## src/rtl/ps2_rx_fifo.sv

```systemverilog
// rtl/ps2_rx_fifo.sv - PS/2 receiver with clock deglitcher, timeout, error pulses and FWFT event FIFO
module ps2_rx_fifo #(
    parameter int FILTER_LEN = 8,
    parameter int TIMEOUT_W  = 16,
    parameter int FIFO_AW    = 3
) (
    input  logic               clk_sys,
    input  logic               rst_n,
    input  logic               enable_rcv,
    input  logic               kb_or_mouse,
    input  logic               ps2clk_ext,
    input  logic               ps2data_ext,
    input  logic               rd_en,
    output logic [9:0]         dout,
    output logic               empty,
    output logic               full,
    output logic [FIFO_AW:0]   count,
    output logic               overflow,
    output logic               parity_err,
    output logic               frame_err,
    output logic               timeout_err
);

    localparam int FCW   = (FILTER_LEN > 2) ? $clog2(FILTER_LEN) : 1;
    localparam int DEPTH = 1 << FIFO_AW;

    typedef enum logic [1:0] {S_IDLE, S_DATA, S_PARITY, S_STOP} state_t;

    logic            clk_s1_q, clk_s2_q, dat_s1_q, dat_s2_q;
    logic            filt_q, filt_d;
    logic [FCW-1:0]  fcnt_q, fcnt_d;
    logic            fe_q, fe_d;

    state_t          state_q, state_d;
    logic [2:0]      bitcnt_q, bitcnt_d;
    logic [7:0]      shift_q, shift_d;
    logic            ext_q, ext_d, rel_q, rel_d;
    logic [TIMEOUT_W-1:0] tmo_q, tmo_d;
    logic            perr_q, perr_d, ferr_q, ferr_d, terr_q, terr_d;
    logic            wr_en;
    logic [9:0]      wr_data;

    logic [9:0]         mem [DEPTH];
    logic [FIFO_AW-1:0] wptr_q, rptr_q;
    logic [FIFO_AW:0]   count_q;
    logic               ovf_q;
    logic               do_wr, do_rd;

    // Filtered level flips only after FILTER_LEN consecutive samples disagree with it
    always_comb begin
        filt_d = filt_q;
        fcnt_d = fcnt_q;
        fe_d   = 1'b0;
        if (clk_s2_q == filt_q) begin
            fcnt_d = '0;
        end else if (fcnt_q == FCW'(FILTER_LEN - 1)) begin
            filt_d = clk_s2_q;
            fcnt_d = '0;
            fe_d   = filt_q;
        end else begin
            fcnt_d = fcnt_q + 1'b1;
        end
    end

    always_ff @(posedge clk_sys) begin
        if (!rst_n) begin
            clk_s1_q <= 1'b1;
            clk_s2_q <= 1'b1;
            dat_s1_q <= 1'b1;
            dat_s2_q <= 1'b1;
            filt_q   <= 1'b1;
            fcnt_q   <= '0;
            fe_q     <= 1'b0;
        end else begin
            clk_s1_q <= ps2clk_ext;
            clk_s2_q <= clk_s1_q;
            dat_s1_q <= ps2data_ext;
            dat_s2_q <= dat_s1_q;
            filt_q   <= filt_d;
            fcnt_q   <= fcnt_d;
            fe_q     <= fe_d;
        end
    end

    always_comb begin
        state_d  = state_q;
        bitcnt_d = bitcnt_q;
        shift_d  = shift_q;
        ext_d    = ext_q;
        rel_d    = rel_q;
        tmo_d    = tmo_q;
        perr_d   = 1'b0;
        ferr_d   = 1'b0;
        terr_d   = 1'b0;
        wr_en    = 1'b0;
        wr_data  = {ext_q, rel_q, shift_q};
        if (!enable_rcv) begin
            state_d = S_IDLE;
            tmo_d   = '0;
            ext_d   = 1'b0;
            rel_d   = 1'b0;
        end else if (fe_q) begin
            tmo_d = '0;
            case (state_q)
                S_IDLE: begin
                    if (!dat_s2_q) begin
                        state_d  = S_DATA;
                        bitcnt_d = 3'd0;
                    end
                end
                S_DATA: begin
                    shift_d  = {dat_s2_q, shift_q[7:1]};
                    bitcnt_d = bitcnt_q + 3'd1;
                    if (bitcnt_q == 3'd7) state_d = S_PARITY;
                end
                S_PARITY: begin
                    if ((^shift_q) ^ dat_s2_q) begin
                        state_d = S_STOP;
                    end else begin
                        perr_d  = 1'b1;
                        ext_d   = 1'b0;
                        rel_d   = 1'b0;
                        state_d = S_IDLE;
                    end
                end
                default: begin
                    state_d = S_IDLE;
                    if (!dat_s2_q) begin
                        ferr_d = 1'b1;
                        ext_d  = 1'b0;
                        rel_d  = 1'b0;
                    end else if (kb_or_mouse) begin
                        wr_en   = 1'b1;
                        wr_data = {2'b00, shift_q};
                    end else if (shift_q == 8'hE0) begin
                        ext_d = 1'b1;
                    end else if (shift_q == 8'hF0) begin
                        rel_d = 1'b1;
                    end else begin
                        wr_en = 1'b1;
                        ext_d = 1'b0;
                        rel_d = 1'b0;
                    end
                end
            endcase
        end else if (state_q != S_IDLE) begin
            if (&tmo_q) begin
                state_d = S_IDLE;
                tmo_d   = '0;
                terr_d  = 1'b1;
                ext_d   = 1'b0;
                rel_d   = 1'b0;
            end else begin
                tmo_d = tmo_q + 1'b1;
            end
        end else begin
            tmo_d = '0;
        end
    end

    always_ff @(posedge clk_sys) begin
        if (!rst_n) begin
            state_q  <= S_IDLE;
            bitcnt_q <= 3'd0;
            shift_q  <= 8'h00;
            ext_q    <= 1'b0;
            rel_q    <= 1'b0;
            tmo_q    <= '0;
            perr_q   <= 1'b0;
            ferr_q   <= 1'b0;
            terr_q   <= 1'b0;
        end else begin
            state_q  <= state_d;
            bitcnt_q <= bitcnt_d;
            shift_q  <= shift_d;
            ext_q    <= ext_d;
            rel_q    <= rel_d;
            tmo_q    <= tmo_d;
            perr_q   <= perr_d;
            ferr_q   <= ferr_d;
            terr_q   <= terr_d;
        end
    end

    // A read frees a slot in the same cycle, so a full FIFO still accepts a concurrent write
    assign do_rd = rd_en && !empty;
    assign do_wr = wr_en && (!full || do_rd);

    always_ff @(posedge clk_sys) begin
        if (do_wr) mem[wptr_q] <= wr_data;
    end

    always_ff @(posedge clk_sys) begin
        if (!rst_n) begin
            wptr_q  <= '0;
            rptr_q  <= '0;
            count_q <= '0;
            ovf_q   <= 1'b0;
        end else begin
            if (do_wr) wptr_q <= wptr_q + 1'b1;
            if (do_rd) rptr_q <= rptr_q + 1'b1;
            case ({do_wr, do_rd})
                2'b10:   count_q <= count_q + 1'b1;
                2'b01:   count_q <= count_q - 1'b1;
                default: count_q <= count_q;
            endcase
            if (wr_en && !do_wr) ovf_q <= 1'b1;
        end
    end

    assign empty       = (count_q == '0);
    assign full        = (count_q == (FIFO_AW+1)'(DEPTH));
    assign count       = count_q;
    assign dout        = empty ? 10'h000 : mem[rptr_q];
    assign overflow    = ovf_q;
    assign parity_err  = perr_q;
    assign frame_err   = ferr_q;
    assign timeout_err = terr_q;

endmodule

```

## config.mk

```make
export PLATFORM = sky130hd
export DESIGN_NAME = ps2_rx_fifo
export DESIGN_NICKNAME = d
export VERILOG_FILES = /design/src/rtl/ps2_rx_fifo.sv
export SDC_FILE = /design/constraint.sdc
export NUM_CORES = 1
export LEC_CHECK = 0
export CORE_MARGIN = 2
export CORE_UTILIZATION = 40
export CTS_CLUSTER_DIAMETER = 100
export DETAILED_ROUTE_END_ITERATION = 12
export PLACE_DENSITY_LB_ADDON = 0.08
export SYNTH_ARGS = -nofsm -noshare
export SYNTH_HDL_FRONTEND = slang
export SYNTH_SLANG_ARGS = --single-unit
```

## constraint.sdc

```tcl
create_clock -name clk_sys -period 4.4 [get_ports clk_sys]
set_clock_uncertainty 0.05 [all_clocks]
set_input_delay 0.44 -clock clk_sys [delete_from_list [all_inputs] [get_ports clk_sys]]
set_output_delay 0.44 -clock clk_sys [all_outputs]
set_load 0.005 [all_outputs]
```

==> impl_metrics.tcl <==
set metrics [dict create \
    ctsHoldBuffers 0 \
    achievable-frequency_mhz 319.8 \
    detailed_place_hpwl_mm 6.891 \
    grt_max_degree 37 \
    sequential_area_share_after_synthesis_pct 61.83 \
    pin_count 27 \
    slew_violations 0 \
    syn-mean-instance-area_um2 13.68 \
    global_route.usage.total_pct 15.63 \
    ys_async_sr_fraction_pct 0 \
    design.core.area_mm2 0.01393 \
    rsz0062_at_grt "no" \
    worstHoldPathType "flip-flop to flip-flop" \
    timing.critical_path.fanout_max 11 \
    clock_sink_count 137 \
    largest_area_contributor_in_the_netlist "edfxtp_1" \
    synth.distinct_cells 47 \
    synth_flop_cell "edfxtp_1" \
    crit-reg2reg-launch "shift_q[6]" \
    area_growth_pct 18.62 \
    ys_ff_latch 137 \
    synth.area.top_cells "edfxtp_1 42%, dfxtp_1 20%, mux4_2 7.9%" \
    final-setup-viol-count 0 \
    placement_rows 43 \
    horizontal_die_dimension_um 123.7 \
    buffer_ports.inserted 26 \
    worstSkewPairLatency_ns 0.41 \
    initial_core_util_pct 41.12 \
    worst_ep_arrival_time_ns 3.42 \
    post_route_drc 0 \
    power_total_w 0.002731 \
    tightest_slew_ns 1.053 \
    synth_enable_flop_cells 80 \
    post-synth-top-area-fraction_pct 41.92 \
    cellLeakagePower_nw 2.422 \
    postRouteAntennaNets 0 \
    cts_root_buf "clkbuf_16" \
    finalWorstPathRequiredPeriod_ns 3.127 \
    detailroute.via_count 3299 \
    synth_commonest_cells "80 x edfxtp_1, 57 x dfxtp_1, 35 x nor2_1, 29 x nand2_1, 20 x mux4_2" \
    post_cts.resized_instances 0 \
    peakVddDrop_uv 264.5 \
    nets 478 \
    yosys_warnings 0 \
    final_routed_wirelength_mm 10.75 \
    post-synth-top-count-cell "edfxtp_1" \
    cts_tree "yes" \
    clock_transition_at_the_register_clock_pins_on_the_worst_setup_and_hold_paths_after_cts_ns 0.06 \
    cts_post_setup_buffers_inserted 0 \
    drt_first_iter_violations 222 \
    cts_max_path_buffers 2 \
    gp_routability_congestion 0.7335 \
    insertedDiodeCount 0 \
    critical_path.startpoint_type "flip-flop" \
    cts-buffers-inserted 17 \
    fp.dieH_um 123.7 \
    route.detailed.wl_per_inst_um 16.57 \
    grt_pass1_vias 3252 \
    critPathRequiredTime_ns 4.69 \
    max_cap_viol_count 0 \
    die_outline_area_mm2 0.01530 \
    gr_overflow_total 0 \
    timing_worst_setup_path_type "flip-flop to flip-flop" \
    syn-num-nets 441 \
    antenna_found_initial 0 \
    detailedRoute.firstPassIterationCount 4 \
    final.period_utilization_pct 71.07 \
    result_of_the_run "finished, final reports clean" \
    htree_num_levels 4 \
    worst_hold_startpoint "dat_s1_q" \
    cellPowerDensity_mw_per_mm2 401.7 \
    grt_pass1_wl_mm 17.35 \
    setup.worst_path.start "shift_q[6]" \
    netlist_instances 419 \
    totalNegativeSetupSlack_ns 0 \
    final.setup.worst_slack_ns 1.273 \
    final_core_utilization_pct 48.78 \
    slew_headroom_pct 29.74 \
    hold_viol 0 \
    synth.cell_area_mm2 0.005730 \
    timing.critical_path.to_type "flip-flop" \
    avgViaCountPerCell 5.083 \
    dp_slack_ns 0.9185 \
    layout-drive-gt1-share_pct 13.86 \
]
## where the power goes
part           internal [W]  total [W]  leakage, nW  switching [W]
Sequential          0.00134    0.00135         1.31     0.00000147
Combinational     0.0000107  0.0000197        0.831     0.00000897
Clock              0.000871    0.00137        0.276       0.000495
## layout by cell type (no fill, tap or decap), drive strengths merged, types with 5 or more instances in the layout
master	Yosys	final
mux2i	14	14
xor2	15	15
clkbuf	9	23
mux4	20	20
clkdlybuf4s50	0	26
and2	13	13
nor3	7	7
nor2	35	35
nand4	6	6
inv	11	11
xnor2	10	10
dfxtp	57	57
edfxtp	80	80
nor2b	9	9
nand2	29	29
nor3b	8	8
ha	15	15
nand3	16	16
nand2b	7	7
buf	8	9
a21boi	11	11
clkinv	0	5
## per-stage QoR
stage	hold slack, ns	std cells	cell area [um2]
3_5_place_dp	0.3502	617	6223
4_1_cts	0.3630	649	6798
2_1_floorplan	0.3363	419	5731
3_3_place_gp	0.3401	617	6223
6_report	0.3583	649	6798
5_1_grt	0.3793	649	6798
## final timing paths
check             endpoint  cells after the start  slack (ns)
setup / recovery  count[2]                     12        1.27
setup reg to reg  count[2]                     12        1.27
hold / removal    dat_s2_q                      1        0.36
hold reg to reg   dat_s2_q                      1        0.36
## area by class of cell
class / instances / area [um2]
clock buffers: 23 / 478.0
fillers: 1226 / 7137
repair buffers: 35 / 327.8
inverters: 11 / 41.29
well taps: 180 / 225.2
clock inverters: 9 / 96.34
multi-input cells: 254 / 2086
flip-flops and latches: 137 / 3543
## cell families (layout without fill, tap and decap cells)
| group | after synthesis | after routing | share of synthesized area [%] |
|---|---|---|---|
| buf+inv | 28 | 78 | 1.987 |
| simple gates | 147 | 147 | 13.47 |
| compound gates | 32 | 32 | 4.760 |
| mux | 34 | 34 | 10.31 |
| fa+ha+maj | 15 | 15 | 3.275 |
| xor+xnor | 26 | 26 | 4.367 |
| flops | 137 | 137 | 61.83 |
## per-layer routing
layer / vias up / share of wire [%] / track usage, % / wire [um]
met5: - / 0 / 0 / 0
met4: 0 / 1.8 / 6.818 / 194
met3: 15 / 3.1 / 3.846 / 328
met2: 47 / 47 / 24.59 / 5100
met1: 1624 / 48 / 20.59 / 5129
li1: 1613 / - / - / -
## worst max-delay path: stages (launching register included)
cell      delay (ns)
dfxtp_1         0.55
ha_1            0.23
nand3_1         0.08
o311ai_1        0.51
nor2_1          0.19
inv_1           0.18
ha_1            0.27
xor2_1          0.17
ha_1            0.16
a21oi_1         0.05
xor2_1          0.16
or3_1           0.30
a21boi_0        0.15
## flip-flops by register name, indices dropped and copies added, names as in the netlist, 2 cells and up, named ones only
register	count
bitcnt_q	3
count	4
fcnt_q	3
mem	80
rptr_q	3
shift_q	8
state_q	2
tmo_q	16
wptr_q	3
Power figures use the tool's default switching activity.
